$ cat src/rtl/nat_split_pkg.sv
// Shared helpers for the N-way split: pointer/count widths and config legality.
package nat_split_pkg;

    // Width of a FIFO read/write pointer that wraps modulo depth.
    function automatic int ptr_width(input int depth);
        return (depth > 1) ? $clog2(depth) : 1;
    endfunction

    // Width of an occupancy count that must represent 0..depth inclusive.
    function automatic int cnt_width(input int depth);
        return ptr_width(depth) + 1;
    endfunction

    // True when depth is a power of two and at least 2.
    function automatic bit depth_ok(input int depth);
        return (depth >= 2) && ((depth & (depth - 1)) == 0);
    endfunction

    // True when the branch count / depth combination is legal.
    function automatic bit cfg_ok(input int num_out, input int depth);
        return (num_out >= 2) && depth_ok(depth);
    endfunction

endpackage

$ cat src/rtl/nat_split_fifo.sv
// One branch of the split: circular FIFO with head bypass to output, plus a
// register that holds the last delivered word once the branch runs empty.
module nat_split_fifo
    import nat_split_pkg::*;
#(
    parameter int DATA_WIDTH = 32,
    parameter int DEPTH      = 4
) (
    input  logic                  clk,
    input  logic                  rst,
    input  logic                  push,
    input  logic [DATA_WIDTH-1:0] push_data,
    input  logic                  ready,
    output logic                  valid,
    output logic                  full,
    output logic [DATA_WIDTH-1:0] data
);

    localparam int PW = ptr_width(DEPTH);
    localparam int CW = cnt_width(DEPTH);

    logic [DATA_WIDTH-1:0] mem [DEPTH];
    logic [PW-1:0]         rd_ptr_reg;
    logic [PW-1:0]         wr_ptr_reg;
    logic [CW-1:0]         count_reg;
    logic [DATA_WIDTH-1:0] last_reg;
    logic                  empty;
    logic                  do_push;
    logic                  do_pop;
    logic [DATA_WIDTH-1:0] head;

    // Flags come straight from the registered count; a pop in the same edge
    // never frees a slot for a push (no bypass around a full FIFO).
    assign empty   = (count_reg == '0);
    assign full    = (count_reg == CW'(DEPTH));
    assign do_push = push && !full;
    assign do_pop  = !empty && ready;
    assign head    = mem[rd_ptr_reg];
    assign valid   = !empty;
    assign data    = empty ? last_reg : head;

    // Storage write; contents are don't-care until counted, so no reset.
    always_ff @(posedge clk) begin
        if (do_push) begin
            mem[wr_ptr_reg] <= push_data;
        end
    end

    // Pointers, occupancy and last-delivered word; reset discards everything.
    always_ff @(posedge clk or negedge rst) begin
        if (!rst) begin
            rd_ptr_reg <= '0;
            wr_ptr_reg <= '0;
            count_reg  <= '0;
            last_reg   <= '0;
        end else begin
            if (do_push) begin
                wr_ptr_reg <= wr_ptr_reg + PW'(1);
            end
            if (do_pop) begin
                rd_ptr_reg <= rd_ptr_reg + PW'(1);
                last_reg   <= head;
            end
            case ({do_push, do_pop})
                2'b10:   count_reg <= count_reg + CW'(1);
                2'b01:   count_reg <= count_reg - CW'(1);
                default: count_reg <= count_reg;
            endcase
        end
    end

endmodule

$ cat src/rtl/nat_split_n_df.sv
// N-way unconditional split with a FIFO per branch.
// Optional per-word branch select enabled by defining NAT_SPLIT_MASK_EN.
module nat_split_n_df
    import nat_split_pkg::*;
#(
    parameter int DATA_WIDTH = 32,
    parameter int NUM_OUT    = 2,
    parameter int DEPTH      = 4
) (
    input  logic                          clk,
    input  logic                          rst,
    input  logic                          i_drive,
    output logic                          o_free,
    input  logic [DATA_WIDTH-1:0]         i_data,
`ifdef NAT_SPLIT_MASK_EN
    input  logic [NUM_OUT-1:0]            i_mask,
`endif
    output logic [NUM_OUT-1:0]            o_driveNext,
    input  logic [NUM_OUT-1:0]            i_freeNext,
    output logic [NUM_OUT*DATA_WIDTH-1:0] o_data
);

    localparam bit CFG_OK = cfg_ok(NUM_OUT, DEPTH);

    // Illegal branch count or non-power-of-two depth stops elaboration.
    generate
        if (!CFG_OK) begin : g_cfg_illegal
            $error("nat_split_n_df: NUM_OUT must be >= 2 and DEPTH a power of two >= 2");
        end
    endgenerate

    logic [NUM_OUT-1:0] sel;
    logic [NUM_OUT-1:0] full;
    logic [NUM_OUT-1:0] push;
    logic               accept;

`ifdef NAT_SPLIT_MASK_EN
    assign sel = i_mask;
`else
    assign sel = '1;
`endif

    // Accept only when every selected branch has room; consumer readiness
    // never enters this path, only registered FIFO state (and the mask).
    assign o_free = &(~full | ~sel);
    assign accept = i_drive && o_free;
    assign push   = {NUM_OUT{accept}} & sel;

    genvar gi;
    generate
        for (gi = 0; gi < NUM_OUT; gi++) begin : g_branch
            nat_split_fifo #(
                .DATA_WIDTH (DATA_WIDTH),
                .DEPTH      (DEPTH)
            ) u_fifo (
                .clk       (clk),
                .rst       (rst),
                .push      (push[gi]),
                .push_data (i_data),
                .ready     (i_freeNext[gi]),
                .valid     (o_driveNext[gi]),
                .full      (full[gi]),
                .data      (o_data[gi*DATA_WIDTH +: DATA_WIDTH])
            );
        end
    endgenerate

endmodule
$ cat config.mk
export PLATFORM = sky130hd
export DESIGN_NAME = nat_split_n_df
export DESIGN_NICKNAME = d
export VERILOG_FILES = /design/src/rtl/nat_split_pkg.sv /design/src/rtl/nat_split_fifo.sv /design/src/rtl/nat_split_n_df.sv
export SDC_FILE = /design/constraint.sdc
export NUM_CORES = 1
export LEC_CHECK = 0
export ABC_AREA = 1
export ABC_CLOCK_PERIOD_IN_PS = 3100
export BUFFER_PORTS_ARGS = -buffer_cell sky130_fd_sc_hd__buf_2
export CORE_MARGIN = 10
export CORE_UTILIZATION = 38
export DETAILED_ROUTE_END_ITERATION = 16
export HOLD_SLACK_MARGIN = 0.05
export PLACE_DENSITY = 0.62
export SYNTH_ARGS = -nofsm -noshare
export SYNTH_HDL_FRONTEND = slang
export SYNTH_SLANG_ARGS = --single-unit
$ cat constraint.sdc
create_clock -name clk -period 3.1 [get_ports clk]
set_input_delay 0 -clock clk [delete_from_list [all_inputs] [get_ports clk]]
set_output_delay 0 -clock clk [all_outputs]
set_load 0.01 [all_outputs]
## Word level (Yosys, flattened, before mapping)

Memories as Yosys holds them, arrays and structs flattened.
Index checks and enable logic that the tools add are counted.

| word-level totals | value |
|---|---|
| logic and storage cells | 47 |
| memory bits (writable) | 256 |
| input bits | 37 |
| output and inout bits | 67 |
| memories | 2 |
| bits in registers | 78 |

| operators by class | value |
|---|---|
| equal/unequal tests | 6 |
| bitwise operators | 1 |
| add/sub/neg operators | 8 |
| reduce and logical (&&, ||, !) cells | 14 |
| mux-type cells | 8 |

Memory list:

| name | words | bits a word | read ports | clocked after memory_dff | write ports | line | text |
|---|---|---|---|---|---|---|---|
| g_branch[0].u_fifo.mem | 4 | 32 | 1 | 0 | 1 | nat_split_fifo.sv:22 | `logic [DATA_WIDTH-1:0] mem [DEPTH];` |
| g_branch[1].u_fifo.mem | 4 | 32 | 1 | 0 | 1 | nat_split_fifo.sv:22 |  |

Operator list:

| cell | number |
|---|---|
| $mux 32 | 2 |
| $pmux 3 s2 | 2 |
| $add 2x1->2 const B | 4 |
| $add 3x1->3 const B | 2 |
| $eq 3x3->1 const B | 2 |
| $logic_not 3->1 | 2 |
| $sub 3x1->3 const B | 2 |
| $logic_and 1x1->1 | 5 |
| $eq 2x1->1 const B | 2 |
| $eq 2x2->1 const B | 2 |
| $logic_not 1->1 | 4 |
| $mux 1 | 4 |
| $reduce_bool 2->1 | 2 |
| $not 2->2 | 1 |
| $reduce_and 2->1 | 1 |

## Depth between registers and ports, before layout

Gate-level depths: netlist of run 1.

| depth | value |
|---|---|
| depth after elaboration | 7 |
| gate-level depth with buffers | 11 |
| gate-level depth less buffers | 10 |

## Cells and area by module

A second synthesis of run 1 with hierarchy kept.

| unflattened totals | value |
|---|---|
| cell total of the unflattened synthesis | 1,270 |
| area, all modules | 13,978.4 µm² |

By module, submodules not included:

| module | area an instance (µm²) | cells each | seq. area each (µm²) | times used |
|---|---|---|---|---|
| nat_split_fifo | 6,975.4 | 632 | 4,819.6 | 2 |
| nat_split_n_df | 27.5 | 6 | 0.0 | 1 |

## Least setup slack after synthesis of run 1

No wires, ideal clock.

| timing | value |
|---|---|
| path kind | reg-to-reg |
| start | register g_branch[0].u_fifo.count_reg[0] |
| end | memory g_branch[0].u_fifo.mem[0][0] (enable) |
| stages on the path, launching flop included | 6 |
| data arrival time | 2.218 ns |
| setup slack | 0.461 ns |
| path buffers | 1 |
| required time | 2.679 ns |
| clock period less this slack | 2.639 ns |
| setup time | 0.421 ns |
| path through | dfrtp_1 nor2_4 nand2_2 nand3_2 buf_4 nor2_1 |

| on the way | value |
|---|---|
| longest elaborated chain between the ends | 7 |
| elaborated cells between the ends (all ways) | 8 |
| classes of those cells | eq/ne: 1; mux: 2; bitwise: 1; reduce/logical: 4 |

RTL lines:

| item | line | text |
|---|---|---|
| from (decl) | nat_split_fifo.sv:25 | `logic [CW-1:0] count_reg;` |
| from (signal assigned) | nat_split_fifo.sv:65 | `2'b10: count_reg <= count_reg + CW'(1);` |
| from (signal assigned) | nat_split_fifo.sv:66 | `2'b01: count_reg <= count_reg - CW'(1);` |
| from (signal assigned) | nat_split_fifo.sv:67 | `default: count_reg <= count_reg;` |
| $eq 3x3->1 (*) | nat_split_fifo.sv:35 | `assign full = (count_reg == CW'(DEPTH));` |
| $not 2->2 | nat_split_n_df.sv:45 | `assign o_free = &(~full \| ~sel);` |
| $reduce_and 2->1 | nat_split_n_df.sv:45 |  |
| $logic_and 1x1->1 | nat_split_n_df.sv:46 | `assign accept = i_drive && o_free;` |
| $logic_and 1x1->1 (*) | nat_split_fifo.sv:36 | `assign do_push = push && !full;` |
| $mux 1 (*) | nat_split_fifo.sv:44 | `if (do_push) begin` |
| $mux 1 (not written as such) (*) | nat_split_fifo.sv:45 | `mem[wr_ptr_reg] <= push_data;` |
| to (decl) | nat_split_fifo.sv:22 |  |

Mark *: on every way between the ends. The rest lies on a longest branch, timed or not.

## Final worst setup path of run 1

| timing | value |
|---|---|
| start | register g_branch[1].u_fifo.count_reg[0] |
| end | output o_data[50] |

| on the way | value |
|---|---|
| longest elaborated chain between the ends | 2 |

RTL lines:

| item | line | text |
|---|---|---|
| from (decl) | nat_split_fifo.sv:25 |  |
| from (signal assigned) | nat_split_fifo.sv:65 |  |
| from (signal assigned) | nat_split_fifo.sv:66 |  |
| from (signal assigned) | nat_split_fifo.sv:67 |  |
| $logic_not 3->1 | nat_split_fifo.sv:34 | `assign empty = (count_reg == '0);` |
| $mux 32 | nat_split_fifo.sv:40 | `assign data = empty ? last_reg : head;` |
| to (decl) | nat_split_n_df.sv:20 | `output logic [NUM_OUT*DATA_WIDTH-1:0] o_data` |

Every way passes these cells.

==> impl_metrics.tcl, run 1 <==
set metrics [dict create \
    ctsRootBufferMaster "clkbuf_16" \
    htreeDepth 2 \
    ys_ff_latch 334 \
    die_h_um 211 \
    finalCriticalPeriod_ns 2.41 \
    maxSlewHeadroom 0.493 \
    timing.final.ws_setup_ns 0.690 \
    cts_sinks 334 \
    netlist_area_mm2 0.0138 \
    synth-simple-area-share 0.247 \
    synthesis.nets 1320 \
    min_period_over_period 0.778 \
    ys_types 21 \
    cts_buffer_depth 3 \
    critPathKind "flip-flop to output pin" \
    area_delta_synth_final_pct 17.7 \
    synth_top_area_frac 0.555 \
    cp_max_fo 35 \
    grt_pass1_vias 9303 \
    synthMuxAreaShare 0 \
    grt_first_pass_wirelength_um 55400 \
    place_inst 1788 \
    first_iter_violations 692 \
    synth_compound_area_frac 0.00379 \
    clk_latency_ns 0.51 \
    yosys.area.top_type "edfxtp_1" \
    wl_per_cell_um 19.1 \
    cts_buffers 37 \
    synthXorXnorAreaFrac 0.00506 \
    drt-total-wl_um 36100 \
    yosysSeqAreaShare 0.696 \
    syn_avg_cell_area_um2 10.9 \
    powerDensity_mw_per_mm2 1080 \
    post_cts_buffers 0 \
    slew_viol_final 0 \
    largest_register_ffs 256 \
    path_clk_slew_ns 0.06 \
    p_leak_uw 0.00679 \
    status "finished clean" \
    hold_viol 0 \
    tightest_slew_ns 0.760 \
    dp_slack_ns 1.10 \
    ios 104 \
    vias 9551 \
    synth-adder-area-share 0.0119 \
    fmax_ghz 0.415 \
    grt_antenna_before_repair 1 \
    nets 1449 \
    die_area_mm2 0.0445 \
    whs_ns 0.0861 \
    row_count 69 \
    ant_nets 0 \
    dr.pass1.iters 5 \
    syn_inst 1271 \
    cp.arrival_ns 2.41 \
    dp_hpwl_um 21700 \
    drc_errors 0 \
    setup_viol_count_final 0 \
    end_kind "output pin" \
    hold_path_class "input port to async pin" \
    drv_cap 0 \
    synth_top_family_by_area "simple AND/OR/NAND/NOR gates" \
    cp.required_ns 3.10 \
    initial_core_util 0.387 \
    layout.cells.non_filler 1889 \
    total_power_uw 17600 \
    skew_ns 0.0175 \
    grt_usage 0.160 \
    netlist_top_cells_area "edfxtp_1, nand2_1, dfrtp_1" \
    mostFrequentLayoutCell "nand2_1" \
    overflow 0 \
    port_buffers 103 \
    final_cell_mix "nand2_1, nand3_1, edfxtp_1" \
    gp_congestion 0.790 \
    drive_above_1_share 0.142 \
    grt_max_degree 66 \
    die-width_um 211 \
    cts_tree "yes" \
    ir_drop_mv 0.445 \
    fin_tns_setup_ns 0 \
    vias_per_cell 5.06 \
    cp-start-kind "flip-flop" \
    placeableCoreArea_mm2 0.0357 \
    yosys_warnings 0 \
    rsz0062_at_grt "no" \
]
path summary, 6_finish.rpt:
| check | startpoint | end | slack (ns) | depth (start not counted) |
|---|---|---|---|---|
| min in group clk | i_freeNext[1] | g_branch[1].u_fifo.last_reg[31] | 0.12 | 4 |
| worst min-delay path | rst | g_branch[0].u_fifo.wr_ptr_reg[0] | 0.09 | 2 |
| worst min register to register | g_branch[0].u_fifo.last_reg[24] | g_branch[0].u_fifo.last_reg[24] | 0.48 | 2 |
| max in group asynchronous | rst | g_branch[1].u_fifo.last_reg[26] | 2.18 | 3 |
| worst max-delay path | g_branch[1].u_fifo.count_reg[0] | o_data[50] | 0.69 | 6 |
| worst max register to register | g_branch[0].u_fifo.count_reg[0] | g_branch[0].u_fifo.count_reg[2] | 1.13 | 9 |
logic make-up after synthesis:
group           after synthesis
compound gates                6
xor+xnor                      8
fa+ha+maj                    12
buf+inv                     102
flops                       334
simple gates                809
Yosys cell counts, drive strengths merged:
| cell | count |
|---|---|
| nand2 | 535 |
| inv | 33 |
| o21ai | 4 |
| nand3 | 260 |
| clkbuf | 5 |
| dfrtp | 78 |
| xnor2 | 4 |
| a21oi | 2 |
| xor2 | 4 |
| buf | 64 |
| ha | 10 |
| edfxtp | 256 |
| fa | 2 |
| nand4 | 4 |
| nor2 | 10 |
per-layer routing:
layer  vias up  GRT usage  wire length, um
met5         -          0                0
met4         0     0.0462              772
met3        43     0.0242             1780
met2       217      0.271            17700
met1      4729      0.210            15900
li1       4562          -                -
what timing repair did:
action                     CTS  global route
hold buffers                34             0
gates resized for setup      0             0
setup endpoints to repair    0             0
hold endpoints to repair   304             0
where the power goes:
part	total [uW]	switching, uW	internal (uW)	leakage, uW
clock network	4180	1710	2470	0.000566
logic	6880	4770	2110	0.00295
registers	6570	481	6090	0.00328
total	17600	6960	10700	0.00679
worst max-delay path: stages (launching register included):
cell,delay (ns)
dfrtp_1,0.43
nor2_4,0.21
nand2_4,0.32
inv_2,0.59
nand2_1,0.12
nand2_1,0.09
buf_2,0.13
cell type report:
| type | count | area, um^2 |
|---|---|---|
| Fill cell | 3262 | 19400 |
| Sequential cell | 334 | 9640 |
| Multi-Input combinational cell | 835 | 3750 |
| Clock buffer | 55 | 1060 |
| Timing Repair Buffer | 159 | 1040 |
| Tap cell | 461 | 577 |
| Inverter | 33 | 124 |
| Clock inverter | 11 | 97.6 |
| Antenna cell | 1 | 2.50 |
through the flow:
| stage | utilization | cell area (um^2) |
|---|---|---|
| floorplan | - | 13800 |
| global placement | 0.414 | 14800 |
| detailed placement | 0.414 | 14800 |
| CTS | 0.456 | 16300 |
| global route | 0.456 | 16300 |
| finish | 0.456 | 16300 |
Power figures use the tool's default switching activity.
==> run 2: changes to the inputs <==
Settings changed: ABC_CLOCK_PERIOD_IN_PS 3100 to 2300.
Clock period 3.1 ns to 2.3 ns, I/O delays scaled along.
==> run 2 against run 1 <==
Clock power up 32%. Largest cell class unchanged. Worst setup slack worse by 0.49 ns. Count of clock-buffer cells in the layout up 2. First-iteration DRC count fell by 5.9%. Global-route usage hardly changed.
==> impl_metrics.tcl, run 2 (synthesis results as in run 1) <==
set metrics [dict create \
    status "finished clean" \
    final_cell_mix "nand2_1, nand3_1, edfxtp_1" \
    largest_register_ffs 256 \
    mostFrequentLayoutCell "nand2_1" \
    skew_ns 0.0300 \
    clockPowerShare 0.231 \
    rsz0062_at_grt "no" \
    fmax_ghz 0.476 \
    area_delta_synth_final_pct 19.2 \
    place_area_mm2 0.0150 \
    cts_sinks 334 \
    p_leak_uw 0.00687 \
    setup_viol_count_final 0 \
    post_cts_buffers 0 \
    wl_per_cell_um 18.7 \
    nets 1455 \
    path_clk_slew_ns 0.06 \
    pwr-share-comb 0.400 \
    cp.required_ns 2.30 \
    finalCriticalPeriod_ns 2.10 \
    vias 9537 \
    grt_antenna_before_repair 1 \
    ant_nets 0 \
    initial_core_util 0.387 \
    cp_max_fo 17 \
    seq_power_share 0.369 \
    critical-path-max-stage-delay_ns 0.43 \
    r2r_cells 9 \
    die_area_mm2 0.0445 \
    grt_first_pass_wirelength_um 55800 \
    internal-power_uw 14500 \
    path_buf_inv 3 \
    stdcell_area_mm2 0.0165 \
    dr.pass1.iters 5 \
    clk_latency_ns 0.53 \
    gp_congestion 0.757 \
    dp_slack_ns 0.315 \
    hold_viol 0 \
    timing.final.ws_setup_ns 0.200 \
    critPathKind "flip-flop to output pin" \
    powerDensity_mw_per_mm2 1450 \
    ios 104 \
    die-width_um 211 \
    critical-path-top-delay-family "buffers and inverters" \
    cp_slowest_cell "dfrtp_1" \
    row_count 69 \
    htreeDepth 2 \
    first_iter_violations 651 \
    maxSlewHeadroom 0.548 \
    ir_drop_mv 0.591 \
    dp_hpwl_um 21500 \
    drive_above_1_share 0.145 \
    die_h_um 211 \
    cp.arrival_ns 2.10 \
    cts_buffer_depth 3 \
    hold_path_class "input port to async pin" \
    slew_viol_final 0 \
    grt_max_degree 66 \
    drt-total-wl_um 35500 \
    ctsRootBufferMaster "clkbuf_16" \
    vias_per_cell 5.03 \
    grt_pass1_vias 9591 \
    port_buffers 103 \
    cts_tree "yes" \
    tightest_slew_ns 0.678 \
    min_period_over_period 0.913 \
    worstPathCellList "nor2_4 > nand2_4 > clkinv_2 > buf_12 > nand2_1 > nand2_1 > buf_2" \
    end_kind "output pin" \
    cts_buffers 36 \
    overflow 0 \
    cp-start-kind "flip-flop" \
    drc_errors 0 \
    placeableCoreArea_mm2 0.0357 \
    cp_common_cell "nand2_1" \
    switching_share 0.391 \
    drv_cap 0 \
    power.switching_uw 9340 \
    grt_usage 0.160 \
    worst-path-stages 7 \
]
run 2: final timing paths:
path,start,end,slack [ns]
max,g_branch[1].u_fifo.count_reg[0],o_data[61],0.20
min reg2reg,g_branch[0].u_fifo.last_reg[24],g_branch[0].u_fifo.last_reg[24],0.48
max in group asynchronous,rst,g_branch[0].u_fifo.last_reg[30],1.55
min,rst,g_branch[1].u_fifo.last_reg[8],0.06
min in group clk,i_freeNext[0],g_branch[0].u_fifo.last_reg[24],0.11
max reg2reg,g_branch[0].u_fifo.count_reg[1],g_branch[0].u_fifo.count_reg[2],0.31
run 2: cell type report:
type	count	area (um^2)
well taps	461	577
diodes	1	2.50
clock buffers	57	1080
fillers	3299	19200
inverters	33	126
multi-input cells	835	3750
flip-flops and latches	334	9640
repair buffers	166	1270
clock inverters	9	53.8
run 2: timing repair:
item | in CTS | in global routing
resized for setup | 0 | 3
endpoints found under the hold margin | 328 | 0
hold buffers | 34 | 0
setup endpoints to repair | 0 | 2
run 2: through the flow:
| step | power, uW | utilization | TNS, ns | hold slack, ns | cells |
|---|---|---|---|---|---|
| after floorplan | 14800 | - | -86.82 | -0.296 | 1271 |
| after global placement | 18400 | 0.420 | 0 | 0.0861 | 1795 |
| after detailed placement | 18600 | 0.420 | 0 | 0.0789 | 1795 |
| after CTS | 24200 | 0.462 | 0 | 0.0890 | 1895 |
| after global routing | 25600 | 0.462 | 0 | 0.114 | 1896 |
| final | 23900 | 0.462 | 0 | 0.0648 | 1896 |
run 2: per-layer routing:
layer / track usage / up-vias / routed length, um
met4: 0.0400 / 0 / 540
met5: 0 / - / 0
met3: 0.0291 / 35 / 1980
met1: 0.210 / 4674 / 15600
met2: 0.269 / 255 / 17400
li1: - / 4573 / -
run 2: power groups by stage:
stage	Combinational [uW]	Clock (uW)	Sequential [uW]
4_1_cts	9790	5600	8820
3_3_place_gp	9570	0	8870
2_1_floorplan	6040	0	8780
3_5_place_dp	9700	0	8920
6_report	9550	5520	8820
5_1_grt	10800	5890	8970
==> run 3: changes to the inputs <==
Settings changed: RECOVER_POWER set to 50.
==> run 3 against run 2 <==
Power is 0.25% lower. Die area unchanged. Clock skew shrank 0.0010 ns. Combinational power shrank 0.4%. Sequential share of layout area is 0.35 points higher. Flip-flop and latch count did not move. Worst setup slack worse by 0.032 ns. Maximum frequency decreased by 1.5%. Cell area down 0.59%. Highest routed layer unchanged. Wire length shrank 0.22%. Register-to-register slack better by 0.02 ns.
==> impl_metrics.tcl, run 3 (synthesis results as in run 1) <==
set metrics [dict create \
    status "finished clean" \
    cts_tree "yes" \
    gp_congestion 0.757 \
    n_fill_cell 3317 \
    slew_viol_final 0 \
    use_met3 0.0291 \
    holdPathStages 5 \
    hold_viol 0 \
    mostFrequentLayoutCell "nand2_1" \
    min_from "i_freeNext[1]" \
    busiest_layer "met2" \
    dp_slack_ns 0.315 \
    cts_buffer_depth 3 \
    timing.final.ws_setup_ns 0.168 \
    r2r-start "g_branch[1].u_fifo.count_reg[0]" \
    utilization 0.459 \
    drc_errors 0 \
    cp.required_ns 2.30 \
    fmax_ghz 0.469 \
    final_cell_mix "nand2_1, nand3_1, edfxtp_1" \
    grt_use_met1 0.210 \
    maxSlewHeadroom 0.152 \
    r2r_cells 10 \
    placeableCoreArea_mm2 0.0357 \
    vias 9556 \
    vias_per_cell 5.04 \
    ir_drop_mv 0.593 \
    reg2reg_to "g_branch[1].u_fifo.count_reg[2]" \
    row_count 69 \
    total_power_uw 23800 \
    initial_core_util 0.387 \
    critPathLaunch "g_branch[0].u_fifo.count_reg[0]" \
    cp.arrival_ns 2.13 \
    stdcell_area_mm2 0.0164 \
    wl_per_cell_um 18.7 \
    path_clk_slew_ns 0.05 \
    overflow 0 \
    drt-total-wl_um 35400 \
    cp-start-kind "flip-flop" \
    tightest_slew_ns 1.27 \
    end_kind "output pin" \
    skew_ns 0.0290 \
    die_h_um 211 \
    critPathKind "flip-flop to output pin" \
    hold_path_class "input port to flip-flop" \
    ios 104 \
    setup_viol_count_final 0 \
    nets 1455 \
    min_to "g_branch[1].u_fifo.count_reg[0]" \
    drv_cap 0 \
    post_cts_buffers 0 \
    grt_pass1_vias 9591 \
    use_met2 0.269 \
    first_iter_violations 640 \
    grt_usage 0.160 \
    regToRegSetupSlack_ns 0.33 \
    p_leak_uw 0.00676 \
    ant_nets 0 \
    grt_first_pass_wirelength_um 55800 \
    place_inst 1795 \
    drive_above_1_share 0.120 \
    powerDensity_mw_per_mm2 1450 \
    grt_antenna_before_repair 1 \
    layout.cells.non_filler 1896 \
    rsz0062_at_grt "no" \
    finalCriticalPeriod_ns 2.13 \
    clk_latency_ns 0.53 \
    dp_hpwl_um 21500 \
    dr.pass1.iters 5 \
    min_period_over_period 0.927 \
    die-width_um 211 \
    htreeDepth 2 \
    ctsRootBufferMaster "clkbuf_16" \
    cts_buffers 36 \
    place_area_mm2 0.0150 \
    area_delta_synth_final_pct 18.5 \
    die_area_mm2 0.0445 \
    largest_register_ffs 256 \
    grt_max_degree 66 \
    cts_sinks 334 \
    port_buffers 103 \
    cp_max_fo 18 \
]
## run 3: cell types whose count changed in the layout (fill, tap and decap cells not counted)
| cell | change |
|---|---|
| nand3_2 | -1 |
| buf_4 | -3 |
| buf_2 | -32 |
| clkbuf_2 | +3 |
| a21oi_4 | -1 |
| buf_12 | -1 |
| a21oi_1 | +1 |
| nand3_1 | +1 |
| nand2_1 | +1 |
| nand2_2 | +2 |
| clkbuf_1 | +33 |
| nand2_4 | -3 |
## run 3: worst max path at each step
stage	end	slack [ns]
after detailed placement	g_branch[1].u_fifo.count_reg[2]	0.32
after floorplan	g_branch[0].u_fifo.mem[0][0]	-0.34
final	o_data[19]	0.17
after global routing	o_data[19]	0.04
after global placement	g_branch[0].u_fifo.count_reg[2]	0.37
after CTS	o_data[20]	0.13
## run 3: per-stage QoR
stage          setup TNS [ns]  hold slack [ns]
5_1_grt                     0            0.200
2_1_floorplan          -86.82           -0.296
4_1_cts                     0           0.0890
3_3_place_gp                0           0.0861
3_5_place_dp                0           0.0789
6_report                    0            0.123
## run 3: area by class of cell
class | count | area, um^2 | share of cell area
flip-flops and latches | 334 | 9640 | 0.588
multi-input cells | 835 | 3720 | 0.227
repair buffers | 166 | 1200 | 0.0734
clock buffers | 57 | 1080 | 0.0660
well taps | 461 | 577 | 0.0352
inverters | 33 | 126 | 0.00770
clock inverters | 9 | 53.8 | 0.00328
diodes | 1 | 2.50 | 0.000153
## run 3: timing repair
item,CTS,global route
hold buffers,34,0
hold endpoints to repair,328,0
endpoints found under the setup margin,0,2
gates resized for setup,0,3
## run 3: routing by layer
metal	up-vias	share of wire
met5	-	0
met1	4709	0.44
li1	4576	-
met3	36	0.050
met4	0	0.015
met2	235	0.49
## run 3: power breakdown
group | total (uW) | internal (uW) | switching, uW
clock network | 5510 | 3240 | 2270
logic | 9510 | 3090 | 6410
registers | 8820 | 8190 | 626
## run 3: critical path: stages, from the launching register on
cell	delay, ns
dfrtp_1	0.42
nor2_4	0.06
nand2_1	0.17
clkinv_2	0.34
buf_12	0.29
nand2_1	0.06
nand2_1	0.11
buf_2	0.17
